--- config.mk ---
export PLATFORM = sky130hd
export DESIGN_NAME = kbd_fifo_periph
export DESIGN_NICKNAME = d
export VERILOG_FILES = /design/src/rtl/kbd_pkg.sv /design/src/rtl/kbd_sync_fifo.sv /design/src/rtl/kbd_fifo_periph.sv
export SDC_FILE = /design/constraint.sdc
export NUM_CORES = 1
export LEC_CHECK = 0
export CAP_MARGIN = 20
export CORE_UTILIZATION = 40
export CTS_BUF_LIST = sky130_fd_sc_hd__clkbuf_8
export DETAILED_ROUTE_END_ITERATION = 8
export PLACE_DENSITY = 0.65
export SYNTH_ARGS = -nofsm -noshare
export SYNTH_HDL_FRONTEND = slang
export SYNTH_SLANG_ARGS = --single-unit
--- constraint.sdc ---
create_clock -name clk -period 3 [get_ports clk]
set_clock_uncertainty 0.2 [all_clocks]
set_input_delay 0.6 -clock clk [delete_from_list [all_inputs] [get_ports clk]]
set_output_delay 0.6 -clock clk [all_outputs]
set_load 0.02 [all_outputs]
--- src/rtl/kbd_pkg.sv ---
// Shared constants for the keyboard FIFO peripheral: register offsets,
// STATUS/CTRL bit positions and the decoded register-select type.
package kbd_pkg;

  localparam int unsigned KBD_REG_DATA   = 0;
  localparam int unsigned KBD_REG_STATUS = 1;
  localparam int unsigned KBD_REG_CTRL   = 2;
  localparam int unsigned KBD_REG_COUNT  = 3;

  localparam int unsigned KBD_STAT_EMPTY = 0;
  localparam int unsigned KBD_STAT_FULL  = 1;
  localparam int unsigned KBD_STAT_OVF   = 2;
  localparam int unsigned KBD_STAT_IRQ   = 3;

  localparam int unsigned KBD_CTRL_IRQ_EN  = 0;
  localparam int unsigned KBD_CTRL_FLUSH   = 1;
  localparam int unsigned KBD_CTRL_OVF_CLR = 2;

  typedef enum logic [2:0] {
    SEL_DATA,
    SEL_STATUS,
    SEL_CTRL,
    SEL_COUNT,
    SEL_NONE
  } kbd_sel_e;

endpackage

--- src/rtl/kbd_sync_fifo.sv ---
// Synchronous FIFO for key codes: push/pop/flush with full, empty, fill count
// and combinational head data. Storage is not reset.
module kbd_sync_fifo #(
  parameter int unsigned DATA_W = 8,
  parameter int unsigned DEPTH  = 16
) (
  input  logic                     clk,
  input  logic                     rst_n,
  input  logic                     push,
  input  logic [DATA_W-1:0]        push_data,
  input  logic                     pop,
  input  logic                     flush,
  output logic                     full,
  output logic                     empty,
  output logic [$clog2(DEPTH):0]   count,
  output logic [DATA_W-1:0]        head
);

  localparam int unsigned PTR_W = $clog2(DEPTH);
  localparam int unsigned CNT_W = PTR_W + 1;

  logic [DATA_W-1:0] mem [DEPTH];
  logic [PTR_W-1:0]  wr_ptr;
  logic [PTR_W-1:0]  rd_ptr;
  logic              do_wr;
  logic              do_rd;

  assign full  = (count == CNT_W'(DEPTH));
  assign empty = (count == '0);
  assign head  = mem[rd_ptr];

  // A pop in the same cycle frees the slot, so a push into a full FIFO is accepted
  assign do_rd = pop & ~empty;
  assign do_wr = push & (~full | pop);

  always_ff @(posedge clk or negedge rst_n) begin
    if (!rst_n) begin
      wr_ptr <= '0;
      rd_ptr <= '0;
      count  <= '0;
    end else if (flush) begin
      wr_ptr <= '0;
      rd_ptr <= '0;
      count  <= '0;
    end else begin
      if (do_wr) wr_ptr <= wr_ptr + PTR_W'(1);
      if (do_rd) rd_ptr <= rd_ptr + PTR_W'(1);
      if (do_wr && !do_rd)      count <= count + CNT_W'(1);
      else if (!do_wr && do_rd) count <= count - CNT_W'(1);
    end
  end

  always_ff @(posedge clk) begin
    if (do_wr && !flush) mem[wr_ptr] <= push_data;
  end

endmodule

--- src/rtl/kbd_fifo_periph.sv ---
// Memory-mapped keyboard peripheral: FIFO-buffered key codes behind
// DATA/STATUS/CTRL/COUNT registers. Define KBD_IRQ_EN to enable the level irq.
module kbd_fifo_periph #(
  parameter int unsigned DATA_W = 8,
  parameter int unsigned DEPTH  = 16,
  parameter int unsigned ADDR_W = 8
) (
  input  logic              clk,
  input  logic              rst_n,
  input  logic              enable,
  input  logic [ADDR_W-1:0] address,
  input  logic [DATA_W-1:0] data_in,
  output logic [DATA_W-1:0] data_out,
  input  logic              write,
  input  logic              read,
  input  logic              key_valid,
  input  logic [DATA_W-1:0] key_code,
  output logic              irq
);

  import kbd_pkg::*;

  localparam int unsigned CNT_W = $clog2(DEPTH) + 1;

  kbd_sel_e          sel;
  logic              rd_en;
  logic              wr_en;
  logic              bus_push;
  logic              ctrl_wr;
  logic              push;
  logic [DATA_W-1:0] push_data;
  logic              pop;
  logic              flush;
  logic              ovf_clr;
  logic              ovf_set;
  logic              overflow;
  logic              full;
  logic              empty;
  logic [CNT_W-1:0]  count;
  logic [DATA_W-1:0] head;
  logic              irq_en;
  logic              irq_pend;
  logic [DATA_W-1:0] rd_data;

  always_comb begin
    sel = SEL_NONE;
    if (address == ADDR_W'(KBD_REG_DATA))        sel = SEL_DATA;
    else if (address == ADDR_W'(KBD_REG_STATUS)) sel = SEL_STATUS;
    else if (address == ADDR_W'(KBD_REG_CTRL))   sel = SEL_CTRL;
    else if (address == ADDR_W'(KBD_REG_COUNT))  sel = SEL_COUNT;
  end

  assign rd_en    = enable & read;
  assign wr_en    = enable & write;
  assign bus_push = wr_en & (sel == SEL_DATA);
  assign ctrl_wr  = wr_en & (sel == SEL_CTRL);
  assign pop      = rd_en & (sel == SEL_DATA);
  assign flush    = ctrl_wr & data_in[KBD_CTRL_FLUSH];
  assign ovf_clr  = ctrl_wr & data_in[KBD_CTRL_OVF_CLR];

  // Scan side wins a push collision; the dropped bus write counts as overflow
  assign push      = key_valid | bus_push;
  assign push_data = key_valid ? key_code : data_in;
  assign ovf_set   = (key_valid & bus_push) | (push & full & ~pop);

  kbd_sync_fifo #(
    .DATA_W (DATA_W),
    .DEPTH  (DEPTH)
  ) u_fifo (
    .clk       (clk),
    .rst_n     (rst_n),
    .push      (push),
    .push_data (push_data),
    .pop       (pop),
    .flush     (flush),
    .full      (full),
    .empty     (empty),
    .count     (count),
    .head      (head)
  );

  always_ff @(posedge clk or negedge rst_n) begin
    if (!rst_n)       overflow <= 1'b0;
    else if (ovf_set) overflow <= 1'b1;
    else if (ovf_clr) overflow <= 1'b0;
  end

`ifdef KBD_IRQ_EN
  logic irq_q;

  always_ff @(posedge clk or negedge rst_n) begin
    if (!rst_n) begin
      irq_en <= 1'b0;
      irq_q  <= 1'b0;
    end else begin
      if (ctrl_wr) irq_en <= data_in[KBD_CTRL_IRQ_EN];
      irq_q <= irq_en & ~empty;
    end
  end

  assign irq_pend = irq_en & ~empty;
  assign irq      = irq_q;
`else
  assign irq_en   = 1'b0;
  assign irq_pend = 1'b0;
  assign irq      = 1'b0;
`endif

  always_comb begin
    rd_data = '0;
    unique case (sel)
      SEL_DATA: if (!empty) rd_data = head;
      SEL_STATUS: begin
        rd_data[KBD_STAT_EMPTY] = empty;
        rd_data[KBD_STAT_FULL]  = full;
        rd_data[KBD_STAT_OVF]   = overflow;
        rd_data[KBD_STAT_IRQ]   = irq_pend;
      end
      SEL_CTRL:  rd_data[KBD_CTRL_IRQ_EN] = irq_en;
      SEL_COUNT: rd_data = DATA_W'(count);
      SEL_NONE:  rd_data = '0;
      default:   rd_data = '0;
    endcase
  end

  // Sampled from pre-edge state, so a same-cycle write is not visible here
  always_ff @(posedge clk or negedge rst_n) begin
    if (!rst_n)     data_out <= '0;
    else if (rd_en) data_out <= rd_data;
  end

endmodule

==> impl_metrics.toml <==
[job]
drv_cap = 0

[pwr]
p_per_area_mw_per_mm2 = 636
internal-power_mw = 3.67
comb_power_share_pct = 19.8
vdd_ir_drop_max_uv = 300
switching_share_pct = 27.8
clockPowerShare_pct = 28.1
seqPwrFrac_pct = 52.1
power.total_mw = 5.08
p_leak_nw = 2.74
switchingPower_mw = 1.41

[critical_path]
end_kind = "flop"
required_ns = 3.18
crit_path_start_kind = "flop"
cpLargestDelayFamily = "compound AO/OA/AOI/OAI gates"
critPathSlowestCell = "or4_4"
worstPathMaxFanout = 5
cp.buffers_inverters = 1
worstSetupPathType = "flop to flop"
cp.depth = 10
crit_path_cell_trace = "or4_4 > o2111a_2 > a211oi_4 > inv_2 > fa_2 > a21o_1 > a21oi_2 > nor2_1 > mux2i_1 > mux2i_1"
cp_slowest_stage_delay_ns = 0.58
rrSetupSlack_ns = 0.10
cpMostUsedCell = "mux2i_1"
worstPathArrival_ns = 3.08
reg2regPathDepth = 10

[timing]
fmax_mhz = 345
tightest_slew_ns = 0.542
setup_viol = 0
relSlewSlack_pct = 63.9
rsz0062_at_grt = "yes"
setup_slack_ns = 0.105
whs_ns = 0.293
fin_crit_ns = 2.90
final_max_slew_viol_count = 0
hold_violations = 0
post-route-period-util_pct = 96.5
fin_setup_tns_ns = 0

[clocking]
htreeDepth = 4
cts_made_buffers = 17
clk_latency_ns = 0.45
cts_hold_buf = 0
clock_tree.buffer_depth = 2
cts_tree = "built"
clockRootBuffer = "clkbuf_8"
clock-sinks = 150
clkTransAtPathRegs_ns = 0.09

[place]
port_buffers = 37
post_dp_cell_area_sq_mm = 0.00762
gp_congestion = 0.861
dp_hpwl_um = 9610
place_ws_ns = -0.374

[yosys]
synthesis.nets = 398
synth_edf_count = 128
syn-instance-count = 358
synth.top_cells.by_count = "128 x edfxtp_1, 29 x mux4_2, 22 x dfrtp_1, 15 x nor2_1"
ys_top_cells_by_area = "edfxtp_1 59%, mux4_2 10%, dfrtp_1 8.5%, mux4_1 2.8%, mux2i_1 2.2%"
synth_area_leader_cell = "edfxtp_1"
seq_area_frac_synth_pct = 67.5
yosys_warnings = 0
synth_seq_cells = 150
synth_top_area_share_pct = 59.0
ys_types = 51
async_reset_ff_share_pct = 14.7
synth_area_sq_mm = 0.00651
synth.avg_cell_area_sq_um = 18.2
synth_most_common_cell = "edfxtp_1"
synth-main-ff-cell = "edfxtp_1"

[final_layout]
fill_cells = 1346
antenna_cells = 0
area_growth_pct = 22.7
drive_above_1_share_pct = 29.3
finalNetCount = 494
final_area_sq_mm = 0.00799

[drt]
wl_per_cell_um = 20.5
drt-pass1-iter-count = 4
drt-total-wl_um = 14000
avgViaCountPerCell = 5.25
vias = 3588
final_antenna_net_count = 0
drc = 0
drtIter0Drc = 318

[run_status]
status = "finished, final reports clean"

[grt]
grt_max_degree = 40
grt-ovfl-total = 0
grt.total_usage_pct = 18.4
grt_pass1_vias = 3861
grt_pass1_wl_um = 21900
antenna_found_initial = 0

[die]
coreArea_sq_mm = 0.0159
num_rows = 46
start_util_pct = 41.0
die_y_um = 130
die_w_um = 130
pin_count = 39
dieArea_sq_mm = 0.0168

[min_path]
holdPathStages = 2
hold_path_class = "flop to flop"
placed cells by master (no fill, tap or decap), types with 4 or more instances in the layout:
| cell | netlist | final |
|---|---|---|
| edfxtp_1 | 128 | 128 |
| buf_4 | 2 | 47 |
| clkdlybuf4s50_1 | 0 | 36 |
| mux4_2 | 29 | 29 |
| dfrtp_1 | 22 | 21 |
| clkbuf_8 | 0 | 17 |
| nor2_1 | 15 | 15 |
| and2_1 | 14 | 14 |
| mux2i_1 | 14 | 14 |
| nand2_1 | 13 | 13 |
| mux2_2 | 9 | 9 |
| inv_1 | 8 | 9 |
| ha_1 | 9 | 9 |
| buf_12 | 1 | 9 |
| nand3_1 | 7 | 7 |
| mux4_1 | 7 | 7 |
| xnor2_1 | 5 | 5 |
| a21oi_1 | 6 | 5 |
| nor3_1 | 5 | 5 |
| nand4_1 | 4 | 4 |
| o21ai_0 | 4 | 4 |
cell families after synthesis:
family	after synthesis	share of synthesized area, %
muxes	59	16.6
and+or+nand+nor	77	7.15
AOI/OAI and AO/OA	29	3.65
DFF	150	67.5
adders and majority gates	10	2.04
other	1	0.0576
xor gates and xnor gates	8	1.08
buffers and inverters	24	1.96
per-stage QoR:
stage	instances	util [%]
global placement	651	48.0
detailed placement	651	48.0
global route	683	50.3
finish	683	50.3
CTS	683	50.3
floorplan	358	-
layout make-up:
class	instances	area, sq um	area share (%)
well taps	216	270	3.38
clock inverters	15	129	1.61
clock buffers	17	234	2.93
repair buffers	93	906	11.3
multi-input cells	184	2020	25.3
inverters	8	30.0	0.376
flip-flops and latches	150	4400	55.0
layer usage:
layer  track usage, %  routed length (um)
met3             3.88                 707
met1             23.8                6090
met4             7.32                 159
met2             30.4                7040
met5                0                   0
worst paths after layout:
kind | endpoint | startpoint
hold / removal | data_out[4] | data_out[4]
min in group asynchronous | data_out[1] | rst_n
max in group asynchronous | u_fifo.rd_ptr[0] | rst_n
hold reg to reg | data_out[4] | data_out[4]
setup reg to reg | u_fifo.count[4] | u_fifo.count[3]
setup / recovery | u_fifo.count[4] | u_fifo.count[3]
power groups by stage:
stage,clock (mW),combinational [mW],sequential [mW]
2_1_floorplan,0,0.540,2.67
3_3_place_gp,0,0.989,2.67
3_5_place_dp,0,1.01,2.69
4_1_cts,1.45,1.02,2.65
5_1_grt,1.53,1.10,2.67
6_report,1.43,1.01,2.65
repair_timing:
action                                  in CTS  in global routing
resized for setup                            0                  2
endpoints found under the setup margin       0                  1
buffers inserted                             0                  0
sequential cells by signal, summed over array words and instances (netlist names):
register and count:
overflow 1, u_fifo.wr_ptr 4, u_fifo.mem 128, u_fifo.rd_ptr 4
u_fifo.count 5, data_out 8
worst min-delay path, cell delays in order, from the launching register on:
cell and delay [ns]:
dfrtp_1 0.35, nand2_1 0.06, nand3_1 0.06
Power figures use the tool's default switching activity.
